## config.mk

```make
export PLATFORM = sky130hd
export DESIGN_NAME = fifo_read_arbiter
export DESIGN_NICKNAME = d
export VERILOG_FILES = /design/src/rtl/fifo_read_arbiter.sv
export SDC_FILE = /design/constraint.sdc
export NUM_CORES = 1
export LEC_CHECK = 0
export BUFFER_PORTS_ARGS = -buffer_cell sky130_fd_sc_hd__buf_4
export CELL_PAD_IN_SITES_DETAIL_PLACEMENT = 0
export CELL_PAD_IN_SITES_GLOBAL_PLACEMENT = 1
export CORE_MARGIN = 1.5
export CORE_UTILIZATION = 31
export CTS_CLUSTER_SIZE = 20
export DETAILED_ROUTE_END_ITERATION = 12
export PLACE_DENSITY = 0.84
export SYNTH_ARGS = -nofsm -noshare
export SYNTH_HDL_FRONTEND = slang
export SYNTH_SLANG_ARGS = --single-unit
```

## constraint.sdc

```tcl
create_clock -name rclk -period 2.18 [get_ports rclk]
set_input_delay 0.436 -clock rclk [delete_from_list [all_inputs] [get_ports rclk]]
set_output_delay 0.436 -clock rclk [all_outputs]
set_load 0.01 [all_outputs]
```

## src/rtl/fifo_read_arbiter.sv

```systemverilog
// Shares one egress datapath between NUM_PORTS FIFO read sides. Grants are
// packet-level round-robin; words leave through a registered ready/valid stage.
module fifo_read_arbiter #(
  parameter int NUM_PORTS  = 4,
  parameter int DATA_WIDTH = 32,
  parameter int PORT_W     = $clog2(NUM_PORTS)
) (
  input  logic                                rclk,
  input  logic                                reset,
  input  logic                                arb_enable,
  input  logic [NUM_PORTS-1:0]                fifo_empty,
  input  logic [NUM_PORTS*(DATA_WIDTH+1)-1:0] fifo_rdata,
  output logic [NUM_PORTS-1:0]                fifo_rd_en,
  output logic [DATA_WIDTH-1:0]               out_data,
  output logic                                out_last,
  output logic [PORT_W-1:0]                   out_port,
  output logic                                out_valid,
  input  logic                                out_ready,
  output logic                                busy,
  output logic [15:0]                         pkt_count
);
  localparam int WORD_W = DATA_WIDTH + 1;

  typedef enum logic {IDLE, XFER} state_t;

  state_t            state, state_nxt;
  logic [PORT_W-1:0] grant, grant_nxt, last_grant, last_grant_nxt, pick;
  logic              found, load, pop_eop;
  logic [WORD_W-1:0] words [NUM_PORTS];
  logic [WORD_W-1:0] head;

  for (genvar i = 0; i < NUM_PORTS; i++) begin : g_slice
    assign words[i] = fifo_rdata[i*WORD_W +: WORD_W];
  end

  assign head    = words[grant];
  assign busy    = (state == XFER);
  assign load    = (state == XFER) && !fifo_empty[grant] && (!out_valid || out_ready);
  assign pop_eop = load && head[DATA_WIDTH];

  // Gated by reset so no pop can escape while registered state is still stale.
  assign fifo_rd_en = (load && !reset) ? (NUM_PORTS'(1) << grant) : '0;

  // Round-robin search starting just after the last port that finished a packet.
  always_comb begin
    found = 1'b0;
    pick  = '0;
    for (int off = 1; off <= NUM_PORTS; off++) begin
      if (!found && !fifo_empty[(int'(last_grant) + off) % NUM_PORTS]) begin
        found = 1'b1;
        pick  = PORT_W'((int'(last_grant) + off) % NUM_PORTS);
      end
    end
  end

  always_comb begin
    state_nxt      = state;
    grant_nxt      = grant;
    last_grant_nxt = last_grant;
    case (state)
      IDLE: begin
        if (arb_enable && found) begin
          state_nxt = XFER;
          grant_nxt = pick;
        end
      end
      XFER: begin
        if (pop_eop) begin
          state_nxt      = IDLE;
          last_grant_nxt = grant;
        end
      end
      default: state_nxt = IDLE;
    endcase
  end

  always_ff @(posedge rclk) begin
    if (reset) begin
      state      <= IDLE;
      grant      <= '0;
      last_grant <= PORT_W'(NUM_PORTS - 1);
      out_valid  <= 1'b0;
      out_data   <= '0;
      out_last   <= 1'b0;
      out_port   <= '0;
      pkt_count  <= '0;
    end else begin
      state      <= state_nxt;
      grant      <= grant_nxt;
      last_grant <= last_grant_nxt;
      if (load) begin
        out_valid <= 1'b1;
        out_data  <= head[DATA_WIDTH-1:0];
        out_last  <= head[DATA_WIDTH];
        out_port  <= grant;
      end else if (out_ready) begin
        out_valid <= 1'b0;
      end
      if (pop_eop) pkt_count <= pkt_count + 16'd1;
    end
  end

  a_rd_onehot: assert property (@(posedge rclk) disable iff (reset) $onehot0(fifo_rd_en));
  a_rd_nonempty: assert property (@(posedge rclk) disable iff (reset) (fifo_rd_en & fifo_empty) == '0);
  a_out_stable: assert property (@(posedge rclk) disable iff (reset)
    (out_valid && !out_ready) |=> (out_valid && $stable(out_data) && $stable(out_last) && $stable(out_port)));
endmodule
```

# Yosys cells after proc, flatten, opt, wreduce, memory -nomap -nowiden
# Index checks and enable logic that the tools add are counted.
# op_classes
magnitude_cmp	6
shift	1
n_addsub	5
n_eq_ne	0
n_mux	31
bitwise	6
n_div	0
reduce_logical	24
multipliers	0
# ops
cell	count
$bmux 33 s2	1
$mux 33	2
$mux 1	17
$add 16x1->16 const B	1
$lt 3x4->1 const B	4
$bmux 1 s2	5
$logic_and 1x1->1	8
$logic_not 1->1	8
$mux 2	4
$reduce_or 2->1	4
$add 2x1->2 const B	2
$add 2x2->2 const B	2
$and 1x1->1 const A	4
$mux 4	1
$reduce_and 2->1	2
$shl 1x2->4 const A	1
$ge 3x3->1 const B	1
$lt 2x3->1 const B	1
$not 2->3	1
$pmux 1 s2	1
$reduce_bool 2->1	1
$logic_or 1x1->1	1
$not 1->1	1
# word_totals
out_inout_bits	57
mem_bits_ro	0
word_cells	81
memories	0
ff_bits	57
in_bits	140
latch_bits	0
ramBits	0

# Logic depth before layout (Yosys ltp)
# Gate-level depths: netlist of the first run.
# logic_depth
depth_word	18
ltp_mapped	8
ltp_nobuf	5

# Worst setup path before layout of the first run
# Ideal clock, no wire load.
# synth_path
path_type	register to register
startpoint	register grant[0]
endpoint	register pkt_count[5]
stages_incl_launch_ff	8
path_slack_ns	0.293
required_ns	2.057
arrival_ns	1.764
setup_time_ns	0.123
cell_sequence	dfxtp_1 buf_6 mux2i_4 nand4b_2 buf_4 a21oi_4 and3_1 mux2_1
# synth_between
elab_chain_len	6
elab_cells_between_ends	10
# synth_rtl
element	line	rtl
start, declared	27	logic [PORT_W-1:0] grant, grant_nxt, last_grant, last_grant_nxt, pick;
start signal, assigned	89	grant <= grant_nxt;
$bmux 1 s2	38	assign load = (state == XFER) && !fifo_empty[grant] && (!out_valid || out_ready);
$mux 1 (not written as such)	38	
$logic_not 1->1	38	
$logic_and 1x1->1 (2 in series)	38	
$logic_and 1x1->1 *	39	assign pop_eop = load && head[DATA_WIDTH];
end signal, assigned	99	if (pop_eop) pkt_count <= pkt_count + 16'd1;
end, declared	20	output logic [15:0] pkt_count
# Mark *: on every way between the ends. The rest lies on a longest branch, timed or not. The select of a mux whose other input is x is not followed.
# A chain may end at the register's enable or synchronous reset.

# Worst setup path after layout of the first run
# layout_path
startpoint	register grant[0]
endpoint	output port fifo_rd_en[0]
# layout_between
elab_chain_len	7
elab_cells_between_ends	8
# layout_rtl
element	line	rtl
$bmux 1 s2	38	
$mux 1 (not written as such)	38	
$logic_not 1->1	38	
$logic_and 1x1->1 (2 in series)	38	
$logic_and 1x1->1	42	assign fifo_rd_en = (load && !reset) ? (NUM_PORTS'(1) << grant) : '0;
$mux 4 *	42	
end, declared	13	output logic [NUM_PORTS-1:0] fifo_rd_en,
# Marked as above.

==> results of run 1 <==
final cells by class:
type | count | area [µm²] | area share [%]
timing repair buffer | 215 | 1630 | 31.8
inverter | 7 | 26.3 | 0.513
multi-input combinational | 242 | 1940 | 37.9
clock buffer | 13 | 179 | 3.49
clock inverter | 2 | 35.0 | 0.684
sequential | 57 | 1150 | 22.4
tap | 133 | 166 | 3.25
kinds of logic (layout without fill, tap and decap cells):
kind of cell	after synthesis	count (layout)	share of synthesized area, %
buffers and inverters	33	237	4.75
adder cells (fa/ha/maj)	1	1	0.389
multiplexers	43	43	26.5
flip-flops	57	57	35.5
AO/OA/AOI/OAI	65	65	13.2
AND/OR/NAND/NOR	125	125	17.4
XOR/XNOR	8	8	2.18
worst reg2reg max path: stages (launching register included):
cell and delay (ps):
dfxtp_4 420, mux2i_4 260, nand4_1 160, buf_6 190, buf_4 140, a21oi_4 220
and3_1 210, mux2_1 320
worst paths after layout:
| path | startpoint | end | depth (start not counted) |
|---|---|---|---|
| max | grant[0]$_SDFFE_PP0P_ | fifo_rd_en[0] | 5 |
| min | out_data[25]$_SDFFE_PP0P_ | out_data[25]$_SDFFE_PP0P_ | 2 |
| min reg2reg | out_data[25]$_SDFFE_PP0P_ | out_data[25]$_SDFFE_PP0P_ | 2 |
| max reg2reg | grant[0]$_SDFFE_PP0P_ | pkt_count[5]$_SDFFE_PP0N_ | 7 |
repair_timing:
item | CTS | global route
buffers inserted | 1 | 5
gates resized for setup | 2 | 2
pin swaps | 0 | 0
endpoints found under the setup margin | 3 | 1
cloned | 0 | 0
per-stage QoR:
step | TNS (ps) | instance area, µm² | utilization [%]
2_1_floorplan | 0 | 3220 | -
3_3_place_gp | 0 | 4840 | 48.8
3_5_place_dp | 0 | 4840 | 48.8
4_1_cts | 0 | 5070 | 51.2
5_1_grt | -6.51 | 5120 | 51.7
6_report | 0 | 5120 | 51.7
sequential cells by signal (all words and copies together), names as in the netlist:
| register | count |
|---|---|
| out_data | 32 |
| pkt_count | 16 |
| grant | 2 |
| last_grant | 2 |
| out_port | 2 |
| busy | 1 |
| out_last | 1 |
| out_valid | 1 |
layout by cell type, fill, tap and decap left out, types with 3 or more instances in the layout:
master,count
clkbuf_8,13
nand4_1,5
nor3_1,5
nand2b_1,4
dfxtp_1,55
o21ai_0,4
mux2i_1,4
nand3_1,6
nor2b_1,5
a21oi_1,43
nor2_1,18
nand2_1,74
mux4_2,32
inv_1,7
buf_4,213
a2111oi_2,4
xnor2_1,8
mux2_1,3
power breakdown:
group          total [µW]  switching (µW)  internal [µW]
Clock                1050             406            645
Sequential           1130            36.5           1090
Combinational         679             275            404
Total                2860             718           2140
metal layers:
metal / vias to the layer above / part of all wire [%]
met1: 1579 / 40
met4: 0 / 1.8
met3: 14 / 6.2
met5: - / 0
met2: 132 / 52
li1: 1609 / -
==> flow_metrics.py, run 1 <==
metrics = {
    "placed_design": {
        "dp_hpwl_um": 8010,
        "dp_slack_ps": 99.0,
        "dp.cells": 648,
        "gp_congestion": 0.883,
        "port_buffers": 196,
    },
    "clock_tree": {
        "cts.path.max_buffers": 2,
        "clk_latency_ps": 320,
        "cts_buffers": 9,
        "cts_root_buffer": "clkbuf_8",
        "cts-htree-levels": 3,
        "hold_buffers": 0,
        "cts_tree": "built",
        "cts_num_sinks": 57,
        "clk_pin_slew_worst_paths_ps": 60,
    },
    "final_layout": {
        "num-fill-cells": 966,
        "n_antenna_cell": 0,
        "fin_cells": 669,
        "final_nets": 673,
        "syn2layout_area_growth_pct": 59.3,
        "drive_gt1_share_pct": 51.5,
    },
    "setup_path": {
        "worstPathArrival_ps": 1640,
        "reg2reg_slack_ps": 160,
        "crit_path_frequent_cell": "buf_4",
        "path_delay_family": "flip-flops",
        "cp-start-kind": "flop",
        "crit_fanout": 7,
        "cp_cell_sequence": "mux2i_4 -> nand4b_4 -> buf_4 -> nor3_1 -> buf_4",
        "worstSetupPathType": "reg2out",
        "critPathCaptureType": "output port",
        "cp_num_buf_inv": 2,
        "critPathMaxStageDelay_ps": 420,
        "worstPathRequired_ps": 1740,
        "slowest_stage": "dfxtp_4",
    },
    "power_and_ir_drop": {
        "p_total_uw": 2860,
        "ir_drop_mv": 0.320,
        "cellPowerDensity_mw_per_mm2": 558,
        "p_leak_uw": 0.00212,
    },
    "sta": {
        "fmax_ghz": 0.481,
        "setup_viol": 0,
        "setup_slack_ps": 99.3,
        "worstMarginPinSlew_ps": 595,
        "post-route-period-util_pct": 95.4,
        "min_period_ps": 2080,
        "relSlewSlack_pct": 60.4,
        "whs_ps": 450,
        "finalHoldViolCount": 0,
        "fin_worst_skew_ps": 7.16,
        "slew_viol_final": 0,
    },
    "global_route": {
        "grt_usage_pct": 19.0,
        "grt_max_degree": 43,
        "antenna_found_initial": 0,
        "grt_pass1_vias": 3442,
        "grt_pass1_wl_um": 16700,
        "grt_most_used_layer": "met2",
        "grt_util_met2_pct": 33.3,
        "gr-total-overflow": 0,
        "met1_usage_pct": 22.7,
        "met3_usage_pct": 4.24,
    },
    "logic_synthesis": {
        "synth.most_common_cell": "nand2_1",
        "synth_area_leaders": "dfxtp_1 (35%), mux4_2 (22%), nand2_1 (8.6%)",
        "netlist_instances": 332,
        "ys_seq_area_share_pct": 35.5,
        "synth_ff_type": "dfxtp_1",
        "synth_seq_cells": 57,
        "ys_warn_count": 0,
        "avgSynthCellArea_um2": 9.69,
        "yosys.area.top_type_share_pct": 35.5,
        "syn_nets": 473,
        "yosys.area.top_type": "dfxtp_1",
        "async_flop_share_pct": 0,
        "netlist_area_mm2": 0.00322,
        "synth_commonest_cells": "nand2_1 (74), dfxtp_1 (57), a21oi_1 (43), mux4_2 (32), nor2_1 (18)",
        "synth_cell_types": 42,
        "synth-edff-count": 0,
    },
    "detailed_routing": {
        "wl_per_cell_um": 15.7,
        "drc": 0,
        "dr.pass1.iters": 4,
        "wl_um": 10500,
        "via_per_inst": 4.98,
        "drt_iter0_markers": 124,
        "ant_nets": 0,
        "num_vias": 3334,
    },
    "status": {
        "outcome": "finished clean",
    },
    "die": {
        "coreArea_mm2": 0.00991,
        "die_h_um": 105,
        "initial_core_util_pct": 32.4,
        "pin_count": 197,
        "die-area_mm2": 0.0110,
        "die-width_um": 105,
        "rows": 36,
    },
    "hold_path": {
        "hold_path.class": "reg2reg",
    },
    "flow_run": {
        "cap_violations": 0,
    },
}
No activity file was read; power rests on OpenSTA's default activity.
==> inputs of run 2 (changes only) <==
Settings changed: CORE_UTILIZATION 31 to 28, PLACE_DENSITY 0.84 to 0.8.
Clock period 2.18 ns to 1.85 ns, I/O delays scaled along.
==> run 2 against run 1 <==
Against the previous run:
- the flow now finishes with violations (setup timing)
- register-to-register slack lost 220 ps
- global-route usage shrank 1.8 points
- clock skew grew 3.2 ps
- critical path type unchanged
- first-iteration DRC count shrank 11%
- core utilization shrank 2.2 points
- cell count grew 3.3%
- sequential power grew 18%
- total power grew 30%
- die area grew 10%
- flip-flop and latch count is the same
==> flow_metrics.py, run 2 (synthesis gave the netlist of run 1 again) <==
metrics = {
    "status": {
        "outcome": "finished, violations left",
        "violations": "setup timing",
    },
    "die": {
        "die-width_um": 110,
        "initial_core_util_pct": 29.2,
        "pin_count": 197,
        "coreArea_mm2": 0.0110,
        "rows": 38,
        "die-area_mm2": 0.0121,
        "die_h_um": 110,
    },
    "clock_tree": {
        "hold_buffers": 0,
        "cts_root_buffer": "clkbuf_16",
        "cts-htree-levels": 3,
        "clk_latency_ps": 330,
        "cts_tree": "built",
        "cts_num_sinks": 57,
        "cts.path.max_buffers": 2,
        "clk_pin_slew_worst_paths_ps": 50,
        "cts_buffers": 9,
    },
    "global_route": {
        "grt_usage_pct": 17.2,
        "antenna_found_initial": 0,
        "grt_max_degree": 34,
        "gr-total-overflow": 0,
        "grt_pass1_vias": 3256,
        "grt_pass1_wl_um": 15700,
    },
    "power_and_ir_drop": {
        "ir_drop_mv": 0.482,
        "cellPowerDensity_mw_per_mm2": 682,
        "combPwrFrac_pct": 23.2,
        "switchingPower_uw": 927,
        "p_leak_uw": 0.00226,
        "clkPwrFrac_pct": 41.2,
        "p_total_uw": 3730,
        "intPower_uw": 2800,
        "p_seq_share_pct": 35.6,
        "p_sw_share_pct": 24.9,
    },
    "final_layout": {
        "mostFrequentLayoutCell": "buf_4",
        "num-fill-cells": 1033,
        "largest_reg_flops": 32,
        "drive_gt1_share_pct": 54.1,
        "syn2layout_area_growth_pct": 69.9,
        "largest-register": "out_data",
        "layout_common_cells": "buf_4 (218), nand2_1 (73), dfxtp_1 (55)",
        "n_antenna_cell": 0,
        "fin_cells": 691,
        "final_nets": 688,
        "top_regs": "out_data x32, pkt_count x16",
    },
    "hold_path": {
        "worstHoldPathCells": 2,
        "hold_path.class": "in2reg",
        "worstHoldStart": "reset",
        "holdPathEnd": "pkt_count[7]$_SDFFE_PP0N_",
    },
    "detailed_routing": {
        "ant_nets": 0,
        "drc": 0,
        "wl_um": 11000,
        "wl_per_cell_um": 15.9,
        "num_vias": 3341,
        "dr.pass1.iters": 4,
        "drt_iter0_markers": 110,
        "via_per_inst": 4.84,
    },
    "setup_path": {
        "critPathCaptureType": "output port",
        "critPathMaxStageDelay_ps": 380,
        "worstSetupPathType": "reg2out",
        "cp-start-kind": "flop",
        "reg2reg_slack_ps": -60,
        "worstPathArrival_ps": 1560,
        "r2r-end": "pkt_count[5]$_SDFFE_PP0N_",
        "crit_fanout": 5,
        "cp_cell_sequence": "mux2i_4 -> nand4b_4 -> buf_12 -> nor3_4 -> buf_6",
        "worstPathRequired_ps": 1480,
        "r2r-start": "grant[0]$_SDFFE_PP0P_",
        "slowest_stage": "dfxtp_4",
        "reg2regPathDepth": 7,
    },
    "placed_design": {
        "gp_congestion": 0.779,
        "dp.cells": 670,
        "dp_slack_ps": -17.0,
        "port_buffers": 196,
        "dp_hpwl_um": 8350,
    },
    "sta": {
        "slew_viol_final": 0,
        "relSlewSlack_pct": 72.1,
        "fin_worst_skew_ps": 10.3,
        "min_period_ps": 1930,
        "fmax_ghz": 0.519,
        "finalHoldViolCount": 0,
        "worstMarginPinSlew_ps": 419,
        "setup_slack_ps": -75.4,
        "setup_viol": 7,
        "rsz0062_at_grt": "true",
        "post-route-period-util_pct": 104,
    },
    "flow_run": {
        "cap_violations": 0,
    },
}
[run 2: repair_timing]
item	CTS	global route
buffers inserted	4	2
endpoints found under the hold margin	0	0
endpoints found under the setup margin	6	44
pin swaps	4	12
resized for setup	11	16
[run 2: worst max-delay path by stage]
stage	from	endpoint	cells past startpoint
detailed placement	grant[0]$_SDFFE_PP0P_	pkt_count[5]$_SDFFE_PP0N_	6
floorplan	grant[0]$_SDFFE_PP0P_	pkt_count[5]$_SDFFE_PP0N_	7
CTS	grant[0]$_SDFFE_PP0P_	fifo_rd_en[2]	5
global route	grant[0]$_SDFFE_PP0P_	fifo_rd_en[0]	5
finish	grant[0]$_SDFFE_PP0P_	fifo_rd_en[0]	5
global placement	grant[0]$_SDFFE_PP0P_	pkt_count[5]$_SDFFE_PP0N_	6
[run 2: final cells by class]
type                            instances  area (µm²)  area share [%]
Clock buffer                           13         270            4.95
Clock inverter                          2        12.5           0.229
Inverter                                7        26.3           0.481
Multi-Input combinational cell        242        2040            37.3
Sequential cell                        57        1150            21.0
Tap cell                              140         175            3.21
Timing Repair Buffer                  230        1790            32.8
[run 2: worst max-delay path, delay by kind of cell (launching register included)]
family        cells  cell delay, ps
flops             1             380
simple gates      2             280
buf+inv           2             290
mux               1             270
[run 2: power groups by stage]
stage	registers, µW	clock network [µW]	logic, µW
2_1_floorplan	1360	0	399
3_3_place_gp	1350	0	818
3_5_place_dp	1350	0	830
4_1_cts	1330	1580	858
5_1_grt	1340	1630	936
6_report	1330	1530	866
[run 2: metal layers]
layer / GRT usage (%) / wire length [µm]
met1: 19.5 / 4380
met2: 31.6 / 5700
met3: 3.88 / 781
met4: 6.14 / 119
met5: 0 / 0
[run 2: stage by stage]
| stage | hold slack (ps) | utilization (%) | instance area [µm²] | setup TNS (ps) |
|---|---|---|---|---|
| 2_1_floorplan | 476 | - | 3230 | -26.1 |
| 3_3_place_gp | 440 | 45.2 | 4980 | -6.09 |
| 3_5_place_dp | 444 | 45.2 | 4980 | -17.0 |
| 4_1_cts | 408 | 48.5 | 5350 | -241 |
| 5_1_grt | 427 | 49.5 | 5460 | -1460 |
| 6_report | 411 | 49.5 | 5460 | -254 |
==> inputs of run 3 (changes only) <==
Settings changed: CORE_ASPECT_RATIO set to 1.1.
==> run 3 against run 2 <==
Against the previous run:
- the flow still finishes with violations (setup timing)
- flip-flop and latch count did not move
- count of clock-buffer cells in the layout shrank 1
- die area is essentially flat
- sequential share of layout area shrank 0.37 points
- worst hold slack got worse by 94 ps
==> flow_metrics.py, run 3 (synthesis gave the netlist of run 1 again) <==
metrics = {
    "placed_design": {
        "port_buffers": 196,
        "dp_slack_ps": -48.9,
        "dp_hpwl_um": 8470,
        "gp_congestion": 0.803,
        "dp.cells": 679,
    },
    "detailed_routing": {
        "ant_nets": 0,
        "drc": 0,
        "dr.pass1.iters": 4,
        "wl_per_cell_um": 15.8,
        "wl_um": 11100,
        "via_per_inst": 4.79,
        "drt_iter0_markers": 100,
        "num_vias": 3364,
    },
    "global_route": {
        "grt_usage_pct": 17.5,
        "gr-total-overflow": 0,
        "grt_pass1_vias": 3389,
        "grt_pass1_wl_um": 16600,
        "antenna_found_initial": 0,
        "grt_max_degree": 37,
    },
    "sta": {
        "finalSetupTns_ps": -128,
        "post-route-period-util_pct": 102,
        "finalHoldViolCount": 0,
        "relSlewSlack_pct": 66.7,
        "min_period_ps": 1880,
        "setup_viol": 6,
        "whs_ps": 317,
        "fmax_ghz": 0.531,
        "rsz0062_at_grt": "true",
        "worstMarginPinSlew_ps": 499,
        "slew_viol_final": 0,
        "fin_worst_skew_ps": 7.88,
        "setup_slack_ps": -33.9,
    },
    "final_layout": {
        "n_antenna_cell": 0,
        "syn2layout_area_growth_pct": 72.9,
        "fin_cells": 703,
        "drive_gt1_share_pct": 55.0,
        "largest_reg_flops": 32,
        "layout_common_cells": "buf_4 (223), nand2_1 (74), dfxtp_1 (55)",
        "mostFrequentLayoutCell": "buf_4",
        "final_nets": 692,
        "largest-register": "out_data",
        "top_regs": "out_data x32, pkt_count x16",
    },
    "die": {
        "initial_core_util_pct": 29.1,
        "die-width_um": 105,
        "coreArea_mm2": 0.0111,
        "pin_count": 197,
        "rows": 40,
        "die-area_mm2": 0.0121,
        "die_h_um": 115,
    },
    "hold_path": {
        "worstHoldStart": "reset",
        "holdPathEnd": "pkt_count[12]$_SDFFE_PP0N_",
        "hold_path.class": "in2reg",
        "worstHoldPathCells": 2,
    },
    "setup_path": {
        "worstSetupPathType": "reg2out",
        "reg2regPathDepth": 7,
        "reg2reg_slack_ps": -30,
        "slowest_stage": "dfxtp_4",
        "r2r-start": "grant[0]$_SDFFE_PP0P_",
        "cp-start-kind": "flop",
        "critPathMaxStageDelay_ps": 400,
        "worstPathRequired_ps": 1480,
        "cp_num_buf_inv": 2,
        "worstPathArrival_ps": 1510,
        "crit_fanout": 5,
        "cp_cell_sequence": "mux2i_4 -> nand4b_4 -> buf_6 -> nor2_4 -> buf_6",
        "path_delay_family": "flip-flops",
        "crit_path_frequent_cell": "buf_6",
        "r2r-end": "pkt_count[5]$_SDFFE_PP0N_",
        "critPathCaptureType": "output port",
    },
    "power_and_ir_drop": {
        "cellPowerDensity_mw_per_mm2": 723,
        "clkPwrFrac_pct": 45.2,
        "p_sw_share_pct": 23.8,
        "p_seq_share_pct": 33.0,
        "intPower_uw": 3060,
        "switchingPower_uw": 957,
        "ir_drop_mv": 0.394,
        "p_total_uw": 4020,
        "combPwrFrac_pct": 21.9,
        "p_leak_uw": 0.00228,
    },
    "clock_tree": {
        "cts_buffers": 9,
        "hold_buffers": 0,
        "cts_tree": "built",
        "clk_latency_ps": 320,
        "clk_pin_slew_worst_paths_ps": 50,
        "cts-htree-levels": 3,
        "cts_root_buffer": "clkbuf_16",
        "cts.path.max_buffers": 2,
        "cts_num_sinks": 57,
    },
    "flow_run": {
        "cap_violations": 0,
    },
    "status": {
        "outcome": "finished, violations left",
        "violations": "setup timing",
    },
}
[run 3: stage by stage]
| step | instance area, µm² | util, % |
|---|---|---|
| 2_1_floorplan | 3230 | - |
| 3_3_place_gp | 5010 | 45.3 |
| 3_5_place_dp | 5010 | 45.3 |
| 4_1_cts | 5440 | 49.2 |
| 5_1_grt | 5560 | 50.3 |
| 6_report | 5560 | 50.3 |
[run 3: area by class of cell]
cell class,instances,area [µm²]
sequential,57,1150
clock inverter,4,75.1
inverter,7,26.3
tap,147,184
timing repair buffer,234,1820
fill,1027,5500
clock buffer,12,256
multi-input combinational,242,2050
[run 3: how the worst max path moves through the flow]
stage,start,end,cells after the start
6_report,grant[0]$_SDFFE_PP0P_,fifo_rd_en[1],5
5_1_grt,grant[0]$_SDFFE_PP0P_,fifo_rd_en[1],5
4_1_cts,grant[0]$_SDFFE_PP0P_,fifo_rd_en[2],5
3_5_place_dp,fifo_empty[0],pkt_count[11]$_SDFFE_PP0N_,7
3_3_place_gp,fifo_empty[2],pkt_count[5]$_SDFFE_PP0N_,7
2_1_floorplan,grant[0]$_SDFFE_PP0P_,pkt_count[5]$_SDFFE_PP0N_,7
[run 3: per-layer routing]
metal | vias to the layer above | track usage [%] | part of all wire [%] | wire (µm)
li1 | 1644 | - | - | -
met1 | 1599 | 20.0 | 40 | 4460
met2 | 107 | 31.8 | 52 | 5800
met3 | 14 | 4.54 | 5.9 | 656
met4 | 0 | 6.12 | 1.6 | 174
met5 | - | 0 | 0 | 0
[run 3: worst reg2reg max path: stages, from the launching register on]
cell and delay (ps):
dfxtp_4 400, mux2i_4 240, nand4_1 140, buf_6 170, buf_6 120, a21oi_4 200
and3_4 210, mux2_4 290
[run 3: power by group through the flow]
stage	Sequential, µW	Combinational (µW)	Clock [µW]
after global placement	1350	824	0
after floorplan	1360	399	0
after global routing	1330	947	1910
final	1330	879	1820
after detailed placement	1350	835	0
after CTS	1320	862	1850
[run 3: what timing repair did]
action / CTS / global route
endpoints found under the hold margin: 0 / 0
gates resized for setup: 12 / 19
pin swaps: 4 / 16
buffers inserted: 4 / 4
endpoints found under the setup margin: 10 / 54
